`src/rtl/ysyx_25040101_alu_arb.sv`:
```
// Round-robin arbiter sharing one combinational ALU between two requesters,
// with a one-entry response buffer and a saturating grant counter per requester.
module ysyx_25040101_alu_arb #(
  parameter int DATA_W = 32,
  parameter int CTRL_W = 8,
  parameter int TAG_W  = 4,
  parameter int CNT_W  = 16
) (
  input  logic              clk_i,
  input  logic              rst_n_i,
  input  logic              r0_req_valid_i,
  output logic              r0_req_ready_o,
  input  logic [DATA_W-1:0] r0_srca_i,
  input  logic [DATA_W-1:0] r0_srcb_i,
  input  logic [CTRL_W-1:0] r0_ctrl_i,
  input  logic [TAG_W-1:0]  r0_tag_i,
  output logic              r0_rsp_valid_o,
  input  logic              r0_rsp_ready_i,
  output logic [DATA_W-1:0] r0_result_o,
  output logic              r0_borrow_o,
  output logic              r0_ovf_o,
  output logic              r0_err_o,
  output logic [TAG_W-1:0]  r0_tag_o,
  output logic [CNT_W-1:0]  r0_grant_cnt_o,
  input  logic              r1_req_valid_i,
  output logic              r1_req_ready_o,
  input  logic [DATA_W-1:0] r1_srca_i,
  input  logic [DATA_W-1:0] r1_srcb_i,
  input  logic [CTRL_W-1:0] r1_ctrl_i,
  input  logic [TAG_W-1:0]  r1_tag_i,
  output logic              r1_rsp_valid_o,
  input  logic              r1_rsp_ready_i,
  output logic [DATA_W-1:0] r1_result_o,
  output logic              r1_borrow_o,
  output logic              r1_ovf_o,
  output logic              r1_err_o,
  output logic [TAG_W-1:0]  r1_tag_o,
  output logic [CNT_W-1:0]  r1_grant_cnt_o,
  output logic [DATA_W-1:0] alu_srca_o,
  output logic [DATA_W-1:0] alu_srcb_o,
  output logic [CTRL_W-1:0] alu_ctrl_o,
  input  logic [DATA_W-1:0] alu_result_i,
  input  logic              alu_borrow_i,
  input  logic              alu_ovf_i
);

  localparam logic [CTRL_W-1:0] CTRL_ONE = CTRL_W'(1);
  localparam logic [CNT_W-1:0]  CNT_ONE  = CNT_W'(1);

  logic [1:0]        req_valid;
  logic [1:0]        rsp_ready;
  logic [1:0]        elig;
  logic [1:0]        grant;
  logic [DATA_W-1:0] srca [2];
  logic [DATA_W-1:0] srcb [2];
  logic [CTRL_W-1:0] ctrl [2];
  logic [TAG_W-1:0]  tag  [2];

  logic              rr_ptr_reg;
  logic              rsp_valid_reg [2];
  logic [DATA_W-1:0] result_reg    [2];
  logic              borrow_reg    [2];
  logic              ovf_reg       [2];
  logic              err_reg       [2];
  logic [TAG_W-1:0]  tag_reg       [2];
  logic [CNT_W-1:0]  cnt_reg       [2];

  logic              sel;
  logic [CTRL_W-1:0] ctrl_mux;
  logic              ctrl_err;

  assign req_valid = {r1_req_valid_i, r0_req_valid_i};
  assign rsp_ready = {r1_rsp_ready_i, r0_rsp_ready_i};
  assign srca[0] = r0_srca_i;
  assign srca[1] = r1_srca_i;
  assign srcb[0] = r0_srcb_i;
  assign srcb[1] = r1_srcb_i;
  assign ctrl[0] = r0_ctrl_i;
  assign ctrl[1] = r1_ctrl_i;
  assign tag[0]  = r0_tag_i;
  assign tag[1]  = r1_tag_i;

  // A full buffer being drained this cycle counts as free.
  genvar gi;
  generate
    for (gi = 0; gi < 2; gi++) begin : g_elig
      assign elig[gi] = req_valid[gi] & (~rsp_valid_reg[gi] | rsp_ready[gi]);
    end
  endgenerate

  // Grants are suppressed while reset is held so ready stays low.
  always_comb begin
    grant = 2'b00;
    if (!rst_n_i) begin
      grant = 2'b00;
    end else if (&elig) begin
      grant = rr_ptr_reg ? 2'b10 : 2'b01;
    end else begin
      grant = elig;
    end
  end

  assign sel        = grant[1];
  assign ctrl_mux   = sel ? ctrl[1] : ctrl[0];
  assign alu_srca_o = sel ? srca[1] : srca[0];
  assign alu_srcb_o = sel ? srcb[1] : srcb[0];
  assign alu_ctrl_o = (|grant) ? ctrl_mux : '0;
  assign ctrl_err   = (ctrl_mux == '0) || ((ctrl_mux & (ctrl_mux - CTRL_ONE)) != '0);

  always_ff @(posedge clk_i or negedge rst_n_i) begin
    if (!rst_n_i) begin
      rr_ptr_reg <= 1'b0;
      for (int i = 0; i < 2; i++) begin
        rsp_valid_reg[i] <= 1'b0;
        result_reg[i]    <= '0;
        borrow_reg[i]    <= 1'b0;
        ovf_reg[i]       <= 1'b0;
        err_reg[i]       <= 1'b0;
        tag_reg[i]       <= '0;
        cnt_reg[i]       <= '0;
      end
    end else begin
      if (|grant) begin
        rr_ptr_reg <= ~grant[1];
      end
      for (int i = 0; i < 2; i++) begin
        if (grant[i]) begin
          // A load in the same cycle as a drain wins.
          rsp_valid_reg[i] <= 1'b1;
          result_reg[i]    <= ctrl_err ? '0 : alu_result_i;
          borrow_reg[i]    <= ctrl_err ? 1'b0 : alu_borrow_i;
          ovf_reg[i]       <= ctrl_err ? 1'b0 : alu_ovf_i;
          err_reg[i]       <= ctrl_err;
          tag_reg[i]       <= tag[i];
          if (cnt_reg[i] != '1) begin
            cnt_reg[i] <= cnt_reg[i] + CNT_ONE;
          end
        end else if (rsp_valid_reg[i] && rsp_ready[i]) begin
          rsp_valid_reg[i] <= 1'b0;
        end
      end
    end
  end

  assign r0_req_ready_o = grant[0];
  assign r1_req_ready_o = grant[1];
  assign r0_rsp_valid_o = rsp_valid_reg[0];
  assign r1_rsp_valid_o = rsp_valid_reg[1];
  assign r0_result_o    = result_reg[0];
  assign r1_result_o    = result_reg[1];
  assign r0_borrow_o    = borrow_reg[0];
  assign r1_borrow_o    = borrow_reg[1];
  assign r0_ovf_o       = ovf_reg[0];
  assign r1_ovf_o       = ovf_reg[1];
  assign r0_err_o       = err_reg[0];
  assign r1_err_o       = err_reg[1];
  assign r0_tag_o       = tag_reg[0];
  assign r1_tag_o       = tag_reg[1];
  assign r0_grant_cnt_o = cnt_reg[0];
  assign r1_grant_cnt_o = cnt_reg[1];

endmodule
```
`config.mk`:
```
export PLATFORM = sky130hd
export DESIGN_NAME = ysyx_25040101_alu_arb
export DESIGN_NICKNAME = d
export VERILOG_FILES = /design/src/rtl/ysyx_25040101_alu_arb.sv
export SDC_FILE = /design/constraint.sdc
export NUM_CORES = 1
export LEC_CHECK = 0
export BUFFER_PORTS_ARGS = -buffer_cell sky130_fd_sc_hd__buf_2
export CAP_MARGIN = 20
export CORE_AREA = 4 4 145 147
export DETAILED_ROUTE_END_ITERATION = 10
export DIE_AREA = 0 0 149 151
export SLEW_MARGIN = 20
export SYNTH_ARGS = -nofsm -noshare
export SYNTH_HDL_FRONTEND = slang
export SYNTH_SLANG_ARGS = --single-unit
```
`constraint.sdc`:
```
create_clock -name clk_i -period 4.8 [get_ports clk_i]
set_clock_uncertainty 0.05 [all_clocks]
set_input_delay 0.48 -clock clk_i [delete_from_list [all_inputs] [get_ports clk_i]]
set_output_delay 0.48 -clock clk_i [all_outputs]
set_load 0.02 [all_outputs]
```
# Word level (Yosys, flattened, before mapping)

Index checks and enable logic that the tools add are counted.

Flip-flop bits (word level): 113
Input port bits: 192
Output and inout bits: 186
Logic and storage cells: 53

Add/sub/neg operators: 3
Equal/unequal tests: 2
Muxes and demuxes: 14
Bitwise gates (word level): 8
Reductions and logical operators: 11

Operators with widths:

| cell                                                                | count |
|---|---|
| 32-bit two-way mux                                                  | 3 |
| 16-bit by 1-bit adder with 16-bit output (second input constant)    | 2 |
| 16-bit inequality test (second input constant)                      | 2 |
| 8-bit two-way mux                                                   | 2 |
| 8-bit AND                                                           | 1 |
| 8-bit logical NOT                                                   | 1 |
| 8-bit nonzero test                                                  | 1 |
| 8-bit by 1-bit subtractor with 8-bit output (second input constant) | 1 |
| 1-bit two-way mux                                                   | 6 |
| 2-bit two-way mux                                                   | 3 |
| 2-bit AND reduction                                                 | 3 |
| 2-bit nonzero test                                                  | 2 |
| 1-bit inverter                                                      | 3 |
| 1-bit AND                                                           | 2 |
| 1-bit logical AND                                                   | 2 |
| 1-bit OR                                                            | 2 |
| 2-bit OR reduction                                                  | 1 |
| 1-bit logical OR                                                    | 1 |

# Longest topological paths before layout

Depth in word-level cells: 12
Mapped depth: 8
Gate-level depth less buffers: 6

# Worst setup path before layout

No wires, ideal clock.

Kind: input -> output
From: input port r0_rsp_ready_i
To: output port alu_srcb_o[13]
Arrival: 2.021 ns
Required time: 4.270 ns
Path slack: 2.249 ns
Cell stages on the path: 8
Buffers on the path: 3
Cell sequence: nand2b_4 a311o_1 buf_6 inv_2 clkbuf_1 buf_1 nand2_1 nand2_1

Word-level cells in the longest chain between the ends: 6

RTL lines:

| item                | line | source |
|---|---|---|
| start: declaration  | 18   | `input logic r0_rsp_ready_i,` |
| 1-bit OR            | 87   | `assign elig[gi] = req_valid[gi] & (~rsp_valid_reg[gi] \| rsp_ready[gi]);` |
| 1-bit AND           | 87   |  |
| 2-bit AND reduction | 96   | `end else if (&elig) begin` |
| 2-bit two-way mux   | 96   |  |
| 2-bit two-way mux   | 94   | `if (!rst_n_i) begin` |
| 32-bit two-way mux  | 106  | `assign alu_srcb_o = sel ? srcb[1] : srcb[0];` |
| end: declaration    | 40   | `output logic [DATA_W-1:0] alu_srcb_o,` |

Every way passes these cells.

# Worst setup path after layout

From: register rsp_valid_reg (netlist bit r1_rsp_valid_o)
To: output port alu_srca_o[22]

Word-level cells in the longest chain between the ends: 7

RTL lines:

| item                             | line | source |
|---|---|---|
| start: declaration               | 60   | `logic rsp_valid_reg [2];` |
| start signal: indexed assignment | 114  | `rsp_valid_reg[i] <= 1'b0;` |
| start signal: indexed assignment | 129  | `rsp_valid_reg[i] <= 1'b1;` |
| start signal: indexed assignment | 139  | `rsp_valid_reg[i] <= 1'b0;` |
| 1-bit inverter (*)               | 87   |  |
| 1-bit OR (*)                     | 87   |  |
| 1-bit AND (*)                    | 87   |  |
| 2-bit AND reduction              | 96   |  |
| 2-bit two-way mux (*)            | 96   |  |
| 2-bit two-way mux (*)            | 94   |  |
| 32-bit two-way mux (*)           | 105  | `assign alu_srca_o = sel ? srca[1] : srca[0];` |
| end: declaration                 | 39   | `output logic [DATA_W-1:0] alu_srca_o,` |

Mark *: on every way between the ends. The rest lies on a longest branch, timed or not.

==> impl_metrics.toml <==
[outcome]
status = "finished, final reports clean"

[cts]
root_buffer = "clkbuf_16"
worstSkewPairLatency_ns = 0.41
clock-sinks = 113
clk_path_buf_depth = 2
cts_buffers = 17
clk_pin_slew_worst_paths_ns = 0.05
htree_levels = 4
cts-resized-gates = 0
ctsHoldBuffers = 0
cts_tree = "done"
postCtsSetupBuffers = 0

[sta]
fmax_mhz = 305
tightest_slew_ns = 0.874
period_share_pct = 68.3
slew_viol_final = 0
tns_ns = 0
layout_min_cycle_time_ns = 3.28
grt_setup_unrepaired = "no"
setup_viol_count_final = 0
max_slew_margin_pct = 41.0
hold_violations = 0

[grt]
antenna_found_initial = 10
grt_max_degree = 72
track_usage_pct = 17.3
grt_pass1_wl_mm = 30.6
grt_pass1_vias = 5445
grt_overflow = 0

[setup_path]
crit_type = "reg -> out"
endpoint_kind = "primary output"
worstPathMaxFanout = 36
critPathArrivalTime_ns = 2.75
critPathLaunchType = "flip-flop"
cp_data_required_time_ns = 4.27

[logic_synthesis]
ys_ff_latch = 113
yosysWarnings = 0
synth_edf_count = 0
synth_seq_area_share_pct = 51.7
synth_cell_types = 43
synthCells = 602
syn_area_um2 = 5470
synthFlopType = "dfrtp_1"
avgSynthCellArea_um2 = 9.08
synth_nets = 796
synthArstFlopShare_pct = 100

[worst_hold_path]
hp-class = "in -> reg"

[power]
ir_worst_vdd_mv = 0.213
clkPwrFrac_pct = 39.2
p_sw_share_pct = 32.4
p_leak_nw = 4.72
power_switching_uw = 959
power_mw = 2.96
p_comb_share_pct = 23.2
power.density_nw_per_um2 = 362
intPower_mw = 2.00
seq_power_share_pct = 37.6

[cells_and_area]
drive_gt1_share_pct = 43.6
fill_cells = 2049
final_common_cell = "buf_2"
syn_to_final_growth_pct = 49.5
final_nets = 1165
final_cell_mix = "buf_2 (376), nand2_1 (249), dfrtp_1 (113)"

[drt]
drt_iter0_drc = 246
wl_per_cell_um = 16.3
first_pass_iters = 4
final_antenna_net_count = 0
wl_mm = 20.4
drc = 0
viasPerCell = 4.60
via_count = 5779

[die]
io_pins = 378
initial_core_util_pct = 27.5
num_rows = 52
dieArea_um2 = 22500
die_y_um = 151
coreArea_um2 = 19900
die_x_um = 149

[placement]
dp_hpwl_mm = 15.9
gp_congestion = 0.803
io_buffers = 377

[job]
drv_cap = 0
[layout make-up]
cell class | instances | area [um2] | share of cell area, %
sequential | 113 | 2830 | 34.6
clock buffer | 18 | 439 | 5.37
timing repair buffer | 386 | 1960 | 23.9
clock inverter | 14 | 118 | 1.44
tap | 270 | 338 | 4.13
antenna | 2 | 5.00 | 0.0612
multi-input combinational | 447 | 2470 | 30.2
inverter | 6 | 22.5 | 0.275
[worst max-delay path, stage by stage, from the launching register on]
cell and delay (ns):
dfrtp_1 0.38, nor2b_1 0.18, a311o_2 0.53, inv_2 0.49, buf_4 0.39, nand2_1 0.10
nand2_1 0.08, buf_2 0.16
[synthesized netlist by cell type, types with 4 or more instances]
cell type / number / area [um2]
nand2_1: 249 / 935
dfrtp_1: 113 / 2830
a22o_1: 68 / 596
clkbuf_1: 31 / 116
xnor2_1: 18 / 158
nor2_1: 17 / 63.8
a21oi_1: 14 / 70.1
nand4_1: 11 / 68.8
xor2_1: 9 / 78.8
nand3_1: 8 / 40.0
and3_1: 6 / 37.5
a211oi_1: 5 / 37.5
buf_6: 4 / 45.0
inv_1: 4 / 15.0
nor3_1: 4 / 20.0
[routing by layer]
| layer | up-vias | GRT usage (%) | part of all wire (%) |
|---|---|---|---|
| li1 | 2792 | - | - |
| met1 | 2714 | 23.8 | 43 |
| met2 | 235 | 26.0 | 46 |
| met3 | 26 | 6.94 | 9.3 |
| met4 | 12 | 2.97 | 0.76 |
| met5 | - | 0 | 0.37 |
[power groups by stage]
stage	logic [mW]	clock network, mW	registers [mW]
after floorplan	0.291	0	1.21
after global placement	0.689	0	1.13
after detailed placement	0.694	0	1.13
after CTS	0.696	1.20	1.11
after global routing	0.752	1.24	1.13
final	0.687	1.16	1.11
[path summary, 6_finish.rpt]
check | cells past startpoint | slack (ns) | to | startpoint
min | 3 | 0.21 | r1_tag_o[1] | r1_tag_i[1]
min in group asynchronous | 2 | 0.25 | r0_rsp_valid_o | rst_n_i
max in group asynchronous | 3 | 3.32 | r1_grant_cnt_o[12] | rst_n_i
min reg2reg | 2 | 0.42 | r0_tag_o[2] | r0_tag_o[2]
max | 7 | 1.52 | alu_srca_o[22] | r1_rsp_valid_o
max reg2reg | 6 | 1.88 | r1_grant_cnt_o[1] | r1_rsp_valid_o
[through the flow]
stage | worst slack (ns) | std cells | hold WS [ns] | area [um2] | util, %
5_1_grt | 1.32 | 1254 | 0.203 | 8170 | 41.0
3_3_place_gp | 1.70 | 1222 | 0.403 | 7610 | 38.2
4_1_cts | 1.50 | 1254 | 0.190 | 8170 | 41.0
6_report | 1.52 | 1256 | 0.213 | 8180 | 41.1
3_5_place_dp | 1.68 | 1222 | 0.410 | 7610 | 38.2
2_1_floorplan | 2.25 | 602 | 0.134 | 5470 | -
[cells by family (layout without fill, tap and decap cells)]
kind of cell	Yosys count	in the layout	share of synthesized area (%)
mux	5	5	1.08
buf+inv	42	424	3.43
xor+xnor	27	27	4.32
other cells	0	2	0
flops	113	113	51.7
simple gates	314	314	23.9
fa+ha+maj	3	3	0.641
compound gates	98	98	14.9
Note: power is estimated with default switching activity, not from simulation.
